$ cat src/rtl/cache_front_end_arb.sv
// Multi-port cache front-end with round-robin arbitration.
//
// N_PORTS requesters share one cache data path and one cache-control path.
// In IDLE the arbiter picks the first requesting port, starting just after
// the previously served port. It registers that port's request and then
// presents it to the back-end in BUSY. The back-end completion (ready/rdata)
// is routed combinationally to the granted port only. Once granted, a
// request is committed: later changes on the requester side are ignored
// until it completes.
//
// Ports:
//   clk, reset       clock, asynchronous active-high reset
//   p_valid/p_addr/p_wdata/p_wstrb   per-port requests (port i at slice i)
//   p_ready/p_rdata  per-port completion pulse and read data
//   data_*           cache memory request / completion
//   ctrl_*           cache-control request / completion
//   grant_sel        index of the port currently (or last) served
module cache_front_end_arb #(
    parameter int FE_ADDR_W   = 32,
    parameter int FE_DATA_W   = 32,
    parameter int N_PORTS     = 2,
    parameter int CTRL_CACHE  = 0,
    parameter int CTRL_ADDR_W = 5,
    localparam int FE_NBYTES  = FE_DATA_W / 8,
    localparam int FE_BYTE_W  = $clog2(FE_NBYTES),
    localparam int SEL_W      = (N_PORTS > 1) ? $clog2(N_PORTS) : 1,
    localparam int PA_W       = CTRL_CACHE + FE_ADDR_W,
    localparam int WA_W       = FE_ADDR_W - FE_BYTE_W
) (
    input  logic                           clk,
    input  logic                           reset,
    input  logic [N_PORTS-1:0]             p_valid,
    input  logic [N_PORTS*PA_W-1:0]        p_addr,
    input  logic [N_PORTS*FE_DATA_W-1:0]   p_wdata,
    input  logic [N_PORTS*FE_NBYTES-1:0]   p_wstrb,
    output logic [N_PORTS-1:0]             p_ready,
    output logic [N_PORTS*FE_DATA_W-1:0]   p_rdata,
    output logic                           data_valid,
    output logic [WA_W-1:0]                data_addr,
    output logic [FE_DATA_W-1:0]           data_wdata,
    output logic [FE_NBYTES-1:0]           data_wstrb,
    input  logic [FE_DATA_W-1:0]           data_rdata,
    input  logic                           data_ready,
    output logic                           ctrl_valid,
    output logic [CTRL_ADDR_W-1:0]         ctrl_addr,
    input  logic [FE_DATA_W-1:0]           ctrl_rdata,
    input  logic                           ctrl_ready,
    output logic [SEL_W-1:0]               grant_sel
);

    typedef enum logic {S_IDLE, S_BUSY} state_t;

    state_t                 state_q, state_d;
    logic [SEL_W-1:0]       grant_q, grant_d;
    logic [SEL_W-1:0]       last_grant_q, last_grant_d;
    logic [WA_W-1:0]        waddr_q, waddr_d;
    logic [FE_DATA_W-1:0]   wdata_q, wdata_d;
    logic [FE_NBYTES-1:0]   wstrb_q, wstrb_d;
    logic                   is_ctrl_q, is_ctrl_d;

    // Per-port views of the flattened request buses.
    logic [PA_W-1:0]        addr_arr  [N_PORTS];
    logic [FE_DATA_W-1:0]   wdata_arr [N_PORTS];
    logic [FE_NBYTES-1:0]   wstrb_arr [N_PORTS];

    genvar gi;
    generate
        for (gi = 0; gi < N_PORTS; gi++) begin : g_unpack
            assign addr_arr[gi]  = p_addr[gi*PA_W +: PA_W];
            assign wdata_arr[gi] = p_wdata[gi*FE_DATA_W +: FE_DATA_W];
            assign wstrb_arr[gi] = p_wstrb[gi*FE_NBYTES +: FE_NBYTES];
        end
    endgenerate

    // Round-robin search: candidates last_grant+1, +2, ... wrapping modulo
    // N_PORTS, so the last served port is checked last.
    logic                   arb_found;
    logic [SEL_W-1:0]       arb_idx;
    logic [SEL_W-1:0]       cand_idx;

    always_comb begin
        arb_found = 1'b0;
        arb_idx   = '0;
        cand_idx  = '0;
        for (int k = 1; k <= N_PORTS; k++) begin
            cand_idx = SEL_W'((int'(last_grant_q) + k) % N_PORTS);
            if (!arb_found && p_valid[cand_idx]) begin
                arb_found = 1'b1;
                arb_idx   = cand_idx;
            end
        end
    end

    logic [PA_W-1:0] sel_addr;
    logic            unused_addr_bits;
    assign sel_addr         = addr_arr[arb_idx];
    // Byte-offset bits never reach the back-end.
    assign unused_addr_bits = ^sel_addr[FE_BYTE_W-1:0];

    logic busy;
    logic done;
    logic [FE_DATA_W-1:0] resp_data;

    assign busy      = (state_q == S_BUSY);
    // Only the back-end the request went to may complete it.
    assign done      = busy && (is_ctrl_q ? ctrl_ready : data_ready);
    assign resp_data = is_ctrl_q ? ctrl_rdata : data_rdata;

    always_comb begin
        state_d      = state_q;
        grant_d      = grant_q;
        last_grant_d = last_grant_q;
        waddr_d      = waddr_q;
        wdata_d      = wdata_q;
        wstrb_d      = wstrb_q;
        is_ctrl_d    = is_ctrl_q;
        case (state_q)
            S_IDLE: begin
                if (arb_found) begin
                    state_d   = S_BUSY;
                    grant_d   = arb_idx;
                    waddr_d   = sel_addr[FE_ADDR_W-1:FE_BYTE_W];
                    wdata_d   = wdata_arr[arb_idx];
                    wstrb_d   = wstrb_arr[arb_idx];
                    is_ctrl_d = (CTRL_CACHE != 0) && sel_addr[PA_W-1];
                end
            end
            S_BUSY: begin
                if (done) begin
                    state_d      = S_IDLE;
                    last_grant_d = grant_q;
                end
            end
            default: state_d = S_IDLE;
        endcase
    end

    always_ff @(posedge clk or posedge reset) begin
        if (reset) begin
            state_q      <= S_IDLE;
            grant_q      <= '0;
            last_grant_q <= SEL_W'(N_PORTS - 1);
            waddr_q      <= '0;
            wdata_q      <= '0;
            wstrb_q      <= '0;
            is_ctrl_q    <= 1'b0;
        end else begin
            state_q      <= state_d;
            grant_q      <= grant_d;
            last_grant_q <= last_grant_d;
            waddr_q      <= waddr_d;
            wdata_q      <= wdata_d;
            wstrb_q      <= wstrb_d;
            is_ctrl_q    <= is_ctrl_d;
        end
    end

    // Back-end request outputs come straight from state flops; payload is
    // forced to zero whenever the corresponding path is not requesting.
    assign data_valid = busy && !is_ctrl_q;
    assign data_addr  = data_valid ? waddr_q : '0;
    assign data_wdata = data_valid ? wdata_q : '0;
    assign data_wstrb = data_valid ? wstrb_q : '0;
    assign ctrl_valid = busy && is_ctrl_q;
    assign ctrl_addr  = ctrl_valid ? waddr_q[CTRL_ADDR_W-1:0] : '0;
    assign grant_sel  = grant_q;

    generate
        for (gi = 0; gi < N_PORTS; gi++) begin : g_resp
            assign p_ready[gi] = done && (grant_q == SEL_W'(gi));
            assign p_rdata[gi*FE_DATA_W +: FE_DATA_W] = p_ready[gi] ? resp_data : '0;
        end
    endgenerate

endmodule

$ cat config.mk
export PLATFORM = sky130hd
export DESIGN_NAME = cache_front_end_arb
export DESIGN_NICKNAME = d
export VERILOG_FILES = /design/src/rtl/cache_front_end_arb.sv
export SDC_FILE = /design/constraint.sdc
export NUM_CORES = 1
export LEC_CHECK = 0
export ABC_AREA = 1
export CAP_MARGIN = 30
export CORE_AREA = 2 2 134 136
export CTS_BUF_LIST = sky130_fd_sc_hd__clkbuf_4
export DETAILED_ROUTE_END_ITERATION = 8
export DIE_AREA = 0 0 136 138
export PLACE_DENSITY = 0.68
export SYNTH_ARGS = -nofsm -noshare
export SYNTH_HDL_FRONTEND = slang
export SYNTH_SLANG_ARGS = --single-unit
$ cat constraint.sdc
create_clock -name clk -period 2.7 [get_ports clk]
set_input_delay 0.405 -clock clk [delete_from_list [all_inputs] [get_ports clk]]
set_output_delay 0.405 -clock clk [all_outputs]
set_load 0.01 [all_outputs]
# Yosys cells after proc, flatten, opt, wreduce, memory -nomap -nowiden
# Cells that the tools add are included.
# op_classes
addsub	2
mul	0
n_div	0
n_lt_le_gt_ge	3
eq_ne	0
n_shift	0
muxes	25
bitwise_logic	3
n_reduce_logical	7
# ops
cell	count
$mux W32	9
$mux W30	1
$mux W4	4
$mux W1	10
$logic_and A1 B1 Y1	4
$lt A1 B2 Y1 const B	2
$reduce_and A2 Y1	2
$add A1 B1 Y1 const B	2
$ge A2 B2 Y1 const B	1
$not A1 Y1	2
$not A1 Y2	1
$pmux W1 S2	1
$logic_not A1 Y1	1
# word_totals
register_bits	69
latch_bits	0
ram_bits	0
romBits	0
inputBits	206
out_inout_bits	140
wordCells	46
mem_count	0

# Longest topological paths before layout
# depth
ltp_word	11
mapped_depth	7
depth_no_buf	5

# Worst setup path before layout
# Ideal clock, no wire load.
# synth_timing
kind	register to output
start	register state_q, in the netlist busy
end	output port p_rdata[22]
t_arrival_ps	1217
required_ps	2295
slack_ps	1078
path_stages_with_launch	7
n_path_buf	3
path_cell_list	dfrtp_1 > buf_4 > nand2_2 > or2_1 > buf_2 > buf_6 > nor2_1
# synth_via
elab_chain_len	3
# synth_rtl
element	line	rtl
start: declaration	53	state_t state_q, state_d;
start signal: assignment	148	state_q <= state_d;
$logic_and A1 B1 Y1	106	assign done = busy && (is_ctrl_q ? ctrl_ready : data_ready);
$logic_and A1 B1 Y1	170	assign p_ready[gi] = done && (grant_q == SEL_W'(gi));
$mux W32	171	assign p_rdata[gi*FE_DATA_W +: FE_DATA_W] = p_ready[gi] ? resp_data : '0;
end: declaration	37	output logic [N_PORTS*FE_DATA_W-1:0] p_rdata,
# Every way passes these cells.

# Worst setup path after layout
# layout_timing
start	input port data_ready
end	output port p_rdata[24]
# layout_via
elab_chain_len	3
# layout_rtl
element	line	rtl
start: declaration	43	input logic data_ready,
$logic_and A1 B1 Y1	106	
$logic_and A1 B1 Y1	170	
$mux W32	171	
# Every way passes these cells.

==> flow_summary.toml <==
[run_status]
run_status = "complete, no violations"

[global_route]
vias_in_the_first_global_route = 5318
antenna_found_initial = 1
largest_net_degree_at_the_start_of_global_routing = 70
wire_length_of_the_first_global_routing_pass_um = 27220
gr-usage-all-layers_pct = 18.49
gr-total-overflow = 0

[die]
starting_utilization_of_the_core_area_pct = 28.25
fp.coreArea_sq_um = 17530
dieHeight_um = 138
die-area_sq_um = 18770
core.rowCount = 49
fp.dieW_um = 136
design.portCount = 346

[clock_tree]
inserted_clock_buffers = 9
clk_path_buf_depth = 2
tritoncts_clock_tree = "built"
clk_pin_slew_ps = 110
clockRootBuffer = "sky130_fd_sc_hd__clkbuf_4"
hold_buffers = 0
htreeDepth = 3
cts_resized = 0
clock_latency_at_the_later_pin_of_the_worst_skew_pair_ps = 450
postCtsSetupBuffers = 0
cts_sinks = 69

[power]
areal_power_density_over_the_cells_nw_per_um2 = 644.3
share_comb_of_total_power_pct = 55.4
swShare_pct = 39.97
cellLeakagePower_nw = 4.739
power.switching_w = 0.002136
p_seq_share_pct = 31.8
power.clock.fraction_pct = 12.8
cell_internal_pwr_w = 0.003208
ir_worst_vdd_mv = 0.2825

[sta]
report.final.slew_viol_count = 0
worst_tran_pin_value_ps = 727.1
max-slew-margin-rel_pct = 51.53
fmax_mhz = 407.7
timing_hold_violations_final = 0
final-setup-viol-count = 0
finalCritPeriodShare_pct = 90.84
layout_min_cycle_time_ps = 2453
hold_ws_ps = 334.8
finalClockSkew_ps = 12.44
unrepaired_setup_endpoints_after_global_routing = "false"
setup_total_negative_slack_ps = 0

[finish]
area_growth_pct = 67.47
finalInstanceArea_sq_um = 8295
final_layout_size_suffix_gt1_share_pct = 5.202
instances_no_fill = 1345
final_stage_net_count = 1317

[route]
initial_drt_pass_iterations = 4
vias = 5729
vias_per_cell = 4.259
route.detailed.drc = 0
detailedRoute.firstIterationViolations = 188
ant_nets = 0
drt_wl_total_um = 17230
post_drt_wl_per_cell_um = 12.81

[setup_path]
timing.critical_path.from_type = "input port"
path_max_fanout = 33
crit_path_max_incr_delay_ps = 540
worst_path_max_delay_cell = "sky130_fd_sc_hd__clkdlybuf4s50_1"
cp_data_arrival_time_ps = 2050
top_cell_by_count_worst_path = "sky130_fd_sc_hd__clkdlybuf4s50_1"
crit_path_class = "input port to primary output"
crit_required_ps = 2300
worstPathCellList = "clkdlybuf4s50_1, nand2_2, or2_1, buf_12, nor2_1, clkdlybuf4s50_1"
endpoint_kind = "primary output"

[place]
placed_cell_area_sq_um = 8162
dp_hpwl_um = 13000
finalWeightedCongestion = 0.8203
placedCellCount = 1329
place.port_buffers = 302

[synth]
synth.ff_latch_count = 69
syn_inst = 835
synth.lib_cells_used.distinct = 16
synth_sequential_area_ratio_pct = 34.88
synthesis.yosys.warnings = 0
synthesis.area_per_instance_sq_um = 5.932
syn-cell-area_sq_um = 4954

[worst_hold_path]
timing.hold.worst.class = "input port to asynchronous set/reset pin"

[job]
max-cap-violations = 0
cells in the final DEF, fill, tap and decap left out, types with 7 or more instances in the layout:
master / n
sky130_fd_sc_hd__buf_12: 7
sky130_fd_sc_hd__buf_4: 8
sky130_fd_sc_hd__clkbuf_4: 9
sky130_fd_sc_hd__clkdlybuf4s50_1: 301
sky130_fd_sc_hd__dfrtp_1: 67
sky130_fd_sc_hd__inv_1: 234
sky130_fd_sc_hd__nand2_1: 268
sky130_fd_sc_hd__nand3_1: 132
sky130_fd_sc_hd__nor2_1: 45
sky130_fd_sc_hd__nor2_2: 20
state kept, by name, summed over array words and instances, names as in the netlist:
register / cells
wstrb_q: 4
last_grant_q: 1
busy: 1
wdata_q: 32
grant_sel: 1
waddr_q: 30
cell type report:
cell class / count / area, sq um
Inverter: 235 / 882.1
Clock buffer: 9 / 67.56
Tap cell: 229 / 286.5
Fill cell: 1876 / 9239
Sequential cell: 69 / 1729
Multi-Input combinational cell: 479 / 2046
Clock inverter: 6 / 63.81
Timing Repair Buffer: 317 / 3218
Antenna cell: 1 / 2.502
critical path, delay by kind of cell:
family        cells  cell delay [ps]
buf+inv           3             1220
simple gates      3              420
final timing paths:
path | to | slack, ps | start | cells after the start
worst max-delay path | p_rdata[24] | 250 | data_ready | 6
worst min-delay path | waddr_q[3] | 330 | reset | 3
worst max register to register | waddr_q[0] | 970 | busy | 5
worst min register to register | waddr_q[7] | 490 | waddr_q[7] | 2
max in group asynchronous | last_grant_q | 1990 | reset | 3
min in group clk | wdata_q[7] | 430 | p_valid[1] | 4
layer usage:
layer,global-route usage [%],vias to the layer above,share of wire [%]
met3,5.317,21,8.5
met1,19.48,2603,37
li1,-,2904,-
met5,0,-,0
met4,6.798,0,1.8
met2,34.33,201,53
Yosys cell counts, drive strengths merged:
| library cell | number | area, sq um |
|---|---|---|
| o21ai | 3 | 18.77 |
| inv | 235 | 882.1 |
| buf | 47 | 294.0 |
| nor2 | 66 | 300.3 |
| dfrtp | 68 | 1702 |
| conb | 1 | 3.750 |
| dfstp | 1 | 26.28 |
| nand2 | 271 | 1022 |
| clkbuf | 10 | 37.54 |
| nand3 | 132 | 660.6 |
| or2 | 1 | 6.260 |
cells by family (layout without fill, tap and decap cells):
logic type / Yosys count / after routing / share of synthesized area [%]
and+or+nand+nor: 470 / 470 / 40.16
buffers and inverters: 292 / 567 / 24.50
DFF: 69 / 69 / 34.88
other: 1 / 7 / 0.07570
AOI/OAI and AO/OA: 3 / 3 / 0.3789
per-stage QoR:
stage / total power [W] / utilization [%] / setup slack (ps)
after global placement: 0.004679 / 46.55 / 251.9
after CTS: 0.005428 / 47.30 / 193.3
after floorplan: 0.003200 / - / 556.8
after detailed placement: 0.004721 / 46.55 / 241.9
final: 0.005344 / 47.31 / 247.3
after global routing: 0.005805 / 47.31 / 108.4
power groups by stage:
| stage | logic, W | clock network, W | registers (W) |
|---|---|---|---|
| after CTS | 0.00301 | 0.000714 | 0.00170 |
| after detailed placement | 0.00300 | 0 | 0.00172 |
| final | 0.00296 | 0.000682 | 0.00170 |
| after global routing | 0.00330 | 0.000752 | 0.00176 |
| after global placement | 0.00297 | 0 | 0.00170 |
| after floorplan | 0.00153 | 0 | 0.00167 |
(Power assumes the default switching activity.)
